**src/rtl/timer_sequencer.sv**
```systemverilog
// Countdown timer sequencer: MM:SS set in IDLE, counted down on tick_1hz, blinks in DONE then restores preset.
// Optional build macro TIMER_AUTOREPEAT_EN adds tick-paced repeat stepping for held set buttons in IDLE.
//
// state | meaning
// IDLE  | count editable with increase/decrease, start arms a run
// RUN   | count decrements once per tick_1hz
// PAUSE | count frozen until the next start press
// DONE  | count at 00:00, blink_en high, returns to IDLE with preset
module timer_sequencer #(
    parameter int BLINK_SECS = 10
) (
    input  logic       sys_clk,
    input  logic       reset,
    input  logic       tick_1hz,
    input  logic       set_time_increase,
    input  logic       set_time_decrease,
    input  logic       start,
    input  logic       pause,
    output logic [7:0] Countmin,
    output logic [7:0] Countsec,
    output logic [1:0] state,
    output logic       done_pulse,
    output logic       blink_en
);

    typedef enum logic [1:0] {
        S_IDLE  = 2'd0,
        S_RUN   = 2'd1,
        S_PAUSE = 2'd2,
        S_DONE  = 2'd3
    } state_t;

    state_t      state_q, state_d;
    logic [15:0] cnt_q, cnt_d;
    logic [15:0] preset_q, preset_d;
    logic [7:0]  blink_cnt_q, blink_cnt_d;
    logic        done_pulse_q, done_pulse_d;
    logic        blink_en_q, blink_en_d;
    logic [3:0]  btn_prev_q;
    logic [3:0]  btn_now;
    logic [3:0]  btn_edge;
    logic        ev_start, ev_pause, ev_inc, ev_dec;

    function automatic logic [7:0] bcd_inc(input logic [7:0] v);
        logic [7:0] r;
        if (v[3:0] == 4'd9) r = {4'(v[7:4] + 4'd1), 4'd0};
        else                r = {v[7:4], 4'(v[3:0] + 4'd1)};
        return r;
    endfunction

    function automatic logic [7:0] bcd_dec(input logic [7:0] v);
        logic [7:0] r;
        if (v[3:0] == 4'd0) r = {4'(v[7:4] - 4'd1), 4'd9};
        else                r = {v[7:4], 4'(v[3:0] - 4'd1)};
        return r;
    endfunction

    // Both helpers saturate at the ends of the 00:00..99:59 range.
    function automatic logic [15:0] mmss_inc(input logic [15:0] t);
        logic [15:0] r;
        r = t;
        if (t[7:0] == 8'h59) begin
            if (t[15:8] != 8'h99) r = {bcd_inc(t[15:8]), 8'h00};
        end else begin
            r = {t[15:8], bcd_inc(t[7:0])};
        end
        return r;
    endfunction

    function automatic logic [15:0] mmss_dec(input logic [15:0] t);
        logic [15:0] r;
        r = t;
        if (t[7:0] == 8'h00) begin
            if (t[15:8] != 8'h00) r = {bcd_dec(t[15:8]), 8'h59};
        end else begin
            r = {t[15:8], bcd_dec(t[7:0])};
        end
        return r;
    endfunction

    assign btn_now  = {start, pause, set_time_increase, set_time_decrease};
    assign btn_edge = btn_now & ~btn_prev_q;

    // Strict priority: a higher edge swallows all lower edges of the same cycle.
    assign ev_start = btn_edge[3];
    assign ev_pause = btn_edge[2] & ~btn_edge[3];
    assign ev_inc   = btn_edge[1] & ~|btn_edge[3:2];
    assign ev_dec   = btn_edge[0] & ~|btn_edge[3:1];

`ifdef TIMER_AUTOREPEAT_EN
    logic       rep_act_q, rep_act_d;
    logic       rep_dir_q, rep_dir_d;
    logic [1:0] rep_wait_q, rep_wait_d;
    logic       rep_held;
    logic       rep_step;

    assign rep_held = rep_dir_q ? set_time_increase : set_time_decrease;

    // Repeat waits out two ticks after the press, then steps on every tick while held.
    always_comb begin
        rep_act_d  = rep_act_q;
        rep_dir_d  = rep_dir_q;
        rep_wait_d = rep_wait_q;
        rep_step   = 1'b0;
        if (rep_act_q && rep_held && state_q == S_IDLE && tick_1hz &&
            !(ev_start || ev_pause || ev_inc || ev_dec)) begin
            if (rep_wait_q != 2'd0) rep_wait_d = rep_wait_q - 2'd1;
            else                    rep_step   = 1'b1;
        end
        if (!rep_held || state_q != S_IDLE) rep_act_d = 1'b0;
        if (state_q == S_IDLE && (ev_inc || ev_dec)) begin
            rep_act_d  = 1'b1;
            rep_dir_d  = ev_inc;
            rep_wait_d = 2'd2;
        end
    end

    always_ff @(posedge sys_clk) begin
        if (reset) begin
            rep_act_q  <= 1'b0;
            rep_dir_q  <= 1'b0;
            rep_wait_q <= 2'd0;
        end else begin
            rep_act_q  <= rep_act_d;
            rep_dir_q  <= rep_dir_d;
            rep_wait_q <= rep_wait_d;
        end
    end
`endif

    always_comb begin
        state_d      = state_q;
        cnt_d        = cnt_q;
        preset_d     = preset_q;
        blink_cnt_d  = blink_cnt_q;
        done_pulse_d = 1'b0;
        unique case (state_q)
            S_IDLE: begin
                if (ev_start) begin
                    if (cnt_q != 16'h0000) begin
                        preset_d = cnt_q;
                        state_d  = S_RUN;
                    end
                end else if (ev_inc) begin
                    cnt_d = mmss_inc(cnt_q);
                end else if (ev_dec) begin
                    cnt_d = mmss_dec(cnt_q);
`ifdef TIMER_AUTOREPEAT_EN
                end else if (rep_step) begin
                    cnt_d = rep_dir_q ? mmss_inc(cnt_q) : mmss_dec(cnt_q);
`endif
                end
            end
            S_RUN: begin
                if (ev_pause) begin
                    state_d = S_PAUSE;
                end else if (tick_1hz) begin
                    cnt_d = mmss_dec(cnt_q);
                    if (mmss_dec(cnt_q) == 16'h0000) begin
                        state_d      = S_DONE;
                        done_pulse_d = 1'b1;
                        blink_cnt_d  = 8'(BLINK_SECS);
                    end
                end
            end
            S_PAUSE: begin
                if (ev_start) state_d = S_RUN;
            end
            S_DONE: begin
                if (ev_start) begin
                    cnt_d       = preset_q;
                    blink_cnt_d = 8'd0;
                    state_d     = S_IDLE;
                end else if (tick_1hz) begin
                    if (blink_cnt_q <= 8'd1) begin
                        cnt_d       = preset_q;
                        blink_cnt_d = 8'd0;
                        state_d     = S_IDLE;
                    end else begin
                        blink_cnt_d = blink_cnt_q - 8'd1;
                    end
                end
            end
            default: state_d = S_IDLE;
        endcase
        blink_en_d = (state_d == S_DONE);
    end

    // History loads all-ones in reset so buttons held across reset release stay silent.
    always_ff @(posedge sys_clk) begin
        if (reset) begin
            state_q      <= S_IDLE;
            cnt_q        <= 16'h0000;
            preset_q     <= 16'h0000;
            blink_cnt_q  <= 8'd0;
            done_pulse_q <= 1'b0;
            blink_en_q   <= 1'b0;
            btn_prev_q   <= 4'hF;
        end else begin
            state_q      <= state_d;
            cnt_q        <= cnt_d;
            preset_q     <= preset_d;
            blink_cnt_q  <= blink_cnt_d;
            done_pulse_q <= done_pulse_d;
            blink_en_q   <= blink_en_d;
            btn_prev_q   <= btn_now;
        end
    end

    assign Countmin   = cnt_q[15:8];
    assign Countsec   = cnt_q[7:0];
    assign state      = state_q;
    assign done_pulse = done_pulse_q;
    assign blink_en   = blink_en_q;

endmodule

```
**config.mk**
```make
export PLATFORM = sky130hd
export DESIGN_NAME = timer_sequencer
export DESIGN_NICKNAME = d
export VERILOG_FILES = /design/src/rtl/timer_sequencer.sv
export SDC_FILE = /design/constraint.sdc
export NUM_CORES = 1
export LEC_CHECK = 0
export CORE_ASPECT_RATIO = 0.6
export CORE_MARGIN = 1.5
export CORE_UTILIZATION = 50
export CTS_BUF_LIST = sky130_fd_sc_hd__clkbuf_4 sky130_fd_sc_hd__clkbuf_8
export DETAILED_ROUTE_END_ITERATION = 10
export PLACE_DENSITY = 0.76
export SLEW_MARGIN = 20
export SYNTH_ARGS = -nofsm -noshare
export SYNTH_HDL_FRONTEND = slang
export SYNTH_SLANG_ARGS = --single-unit
```
**constraint.sdc**
```tcl
create_clock -name sys_clk -period 2.69 [get_ports sys_clk]
set_input_delay 0.4035 -clock sys_clk [delete_from_list [all_inputs] [get_ports sys_clk]]
set_output_delay 0.4035 -clock sys_clk [all_outputs]
set_load 0.02 [all_outputs]
```
==> flow_summary.ini <==
[outcome]
status = finished clean

[logic_synthesis]
ys_types = 78
async_flop_share_pct = 0
syn_area_per_cell_um2 = 8.073
synth-simple-area-share_pct = 28.22
yosysTopAreaCell = dfxtp_1
synth_xor_area_share_pct = 2.276
postSynthNetCount = 449
synth_edf_count = 0
synth.mux.area_fraction_pct = 7.948
yosysWarnings = 0
synthesis.area_um2 = 3463
synthCells = 429
synth_flop_cell = dfxtp_1
synthAdderAreaFrac_pct = 4.697
ys_seq_elements = 48
synthTopCellsByArea = dfxtp_1, mux2i_1, nor2_1, a21oi_1, ha_1
synth.top_cell.area_share_pct = 27.75
synth_compound_area_share_pct = 23.30
synth_top_family_by_area = simple AND/OR/NAND/NOR gates
synth_seq_area_share_pct = 27.75

[routing]
wl_met3_um = 914
drt_iter0_drc = 309
avgViaCountPerCell = 6.119
wl_mm = 10.04
vias = 3604
wl_met2_mm = 4.190
post-route-drc-count = 0
first_pass_iters = 5
met1_length_mm = 4.859
drt-wirelength-per-cell_um = 17.05
maxUsedRoutingLayer = met4
final_antenna_net_count = 0

[pwr]
p_seq_share_pct = 18.4
switching_power_mw = 1.977
combinationalPowerShare_pct = 71.2
clockPowerShare_pct = 10.5
internal-power_mw = 2.643
p_leak_nw = 1.862
p_total_mw = 4.620
switching_share_pct = 42.80
vdd_drop_max_mv = 0.6922
p_per_area_nw_per_um2 = 1055

[setup_path]
path_max_fanout = 7
startpoint_type = register
critical_path_required_ps = 2950
crit_type = reg2reg
cp_data_arrival_time_ps = 2820
endpoint_kind = register

[clock_tree]
clk_latency_ps = 320
clockRootBuffer = clkbuf_8
cts_buffers = 5
cts_tree = done
clock_path_buffers = 2
cts_max_level = 2
clock_sinks = 48
cts.reportedPaths.clkPinSlew_ps = 90
cts.hold.buffers_added = 0

[timing]
rsz0062_at_grt = no
hold_viol = 0
fmax_ghz = 0.3904
fin_skew_ps = 10.85
finalCritPeriodShare_pct = 95.21
layout_min_cycle_time_ps = 2561
slew_violations = 0
worstMarginPinSlew_ps = 572.5
finalSetupViolCount = 0
max-slew-margin-rel_pct = 61.30
holdWs_ps = 492.2

[final_layout]
num_antenna_cells = 0
layout.nets = 521
drive_gt1_share_pct = 24.90
areaGrowthSynthToFinish_pct = 26.48
final_cell_area_um2 = 4380

[global_route]
grt_max_degree = 28
gr-total-overflow = 0
grt_pass1_wl_mm = 16.01
grtUsageTotal_pct = 27.38
first_global_vias = 3186
grt_antenna_before_repair = 0

[placed_design]
gp_routability_congestion = 0.8930
portBuffers = 26
place_area_um2 = 4170
detailed_place_hpwl_mm = 7.522

[floorplanning]
io_pins = 27
coreArea_um2 = 6676
die_width_um = 110.4
dieArea_um2 = 7451
rows = 23
fp.dieH_um = 67.47
initial_utilization_pct = 51.87

[flow_run]
cap_violations = 0

[min_path]
hold_class = reg2reg
-- per-stage QoR --
| step | utilization (%) | setup TNS (ps) | setup slack [ps] | cells |
|---|---|---|---|---|
| floorplan | - | 0 | 1.903 | 429 |
| global placement | 62.46 | -957.7 | -243.0 | 574 |
| detailed placement | 62.46 | -1079 | -268.1 | 574 |
| CTS | 64.56 | 0 | 25.39 | 586 |
| global route | 65.61 | 0 | 10.63 | 589 |
| finish | 65.61 | 0 | 128.8 | 589 |
-- path summary, 6_finish.rpt --
path / startpoint / endpoint / slack (ps) / cells past startpoint
min: preset_q[7] / preset_q[7] / 490 / 2
min reg2reg: preset_q[7] / preset_q[7] / 490 / 2
max: cnt_q[1] / blink_cnt_q[3] / 130 / 8
max reg2reg: cnt_q[1] / blink_cnt_q[3] / 130 / 8
-- cell usage after synthesis, types with 3 or more instances --
cell	instances
buf_6	3
dfxtp_1	48
nand2b_1	4
nor2_1	53
or3_1	4
a21oi_1	35
nand2_1	38
xor2_1	4
nor3_1	19
o211ai_1	4
nand3_1	9
xnor2_1	5
mux2i_1	23
inv_1	15
or2_2	4
a31oi_1	5
a221oi_1	7
nand4_1	5
mux2_2	4
nor2b_1	5
a211oi_1	7
clkbuf_1	19
a211o_1	9
o21ai_0	14
ha_1	13
buf_2	5
o2bb2ai_1	3
-- critical path: stages (launching register included) --
cell	delay, ps
dfxtp_1	360
nor4_4	560
nand4_1	200
mux2_4	350
nand4bb_4	240
o31ai_4	310
buf_4	190
and4_2	200
a31o_1	90
-- cell type report --
class                           instances  area (µm²)
Clock buffer                            8       97.59
Timing Repair Buffer                   93       763.2
Inverter                               17       66.31
Tap cell                               87       108.9
Sequential cell                        48       967.2
Fill cell                             578        2296
Multi-Input combinational cell        336        2377
-- flip-flops by register name (all words and copies together), names as in the netlist --
signal and count:
blink_cnt_q 8, preset_q 16, done_pulse 1, blink_en 1
state 2, cnt_q 16, btn_prev_q 4
-- kinds of logic after synthesis --
group / count (synthesis)
flip-flops: 48
adder cells (fa/ha/maj): 13
multiplexers: 27
AO/OA/AOI/OAI: 114
AND/OR/NAND/NOR: 173
XOR/XNOR: 9
buffers and inverters: 45
-- cells in the final DEF, fill, tap and decap left out, drive strengths merged, types with 5 or more instances in the layout --
master | synthesis | routed
nand2 | 39 | 39
nor3 | 19 | 19
clkdlybuf4s50 | 0 | 26
o21ai | 15 | 15
a221oi | 7 | 7
mux2i | 23 | 23
nand4 | 6 | 6
a211oi | 8 | 8
buf | 9 | 67
nor2 | 53 | 53
dfxtp | 48 | 48
a211o | 9 | 9
xnor2 | 5 | 5
inv | 16 | 16
a31oi | 5 | 5
nor3b | 5 | 5
clkbuf | 19 | 8
nor2b | 5 | 5
a21oi | 36 | 36
ha | 13 | 13
nand3 | 10 | 10
-- routing by layer --
layer	vias to the layer above	track usage, %
met4	0	7.212
met5	-	0
met3	7	5.386
li1	1721	-
met1	1727	39.89
met2	149	41.51
-- power by group through the flow --
stage          logic, mW  registers (mW)  clock network, mW
4_1_cts             3.10           0.846              0.495
2_1_floorplan       1.95           0.914                  0
3_3_place_gp        2.91           0.860                  0
3_5_place_dp        2.98           0.863                  0
6_report            3.29           0.850              0.483
5_1_grt             3.54           0.858              0.533
-- timing repair --
action / in CTS / in global routing
gates resized for setup: 2 / 12
pin swaps: 4 / 8
buffers inserted: 4 / 3
gates cloned: 0 / 0
setup endpoints to repair: 1 / 5
Power figures use the tool's default switching activity.
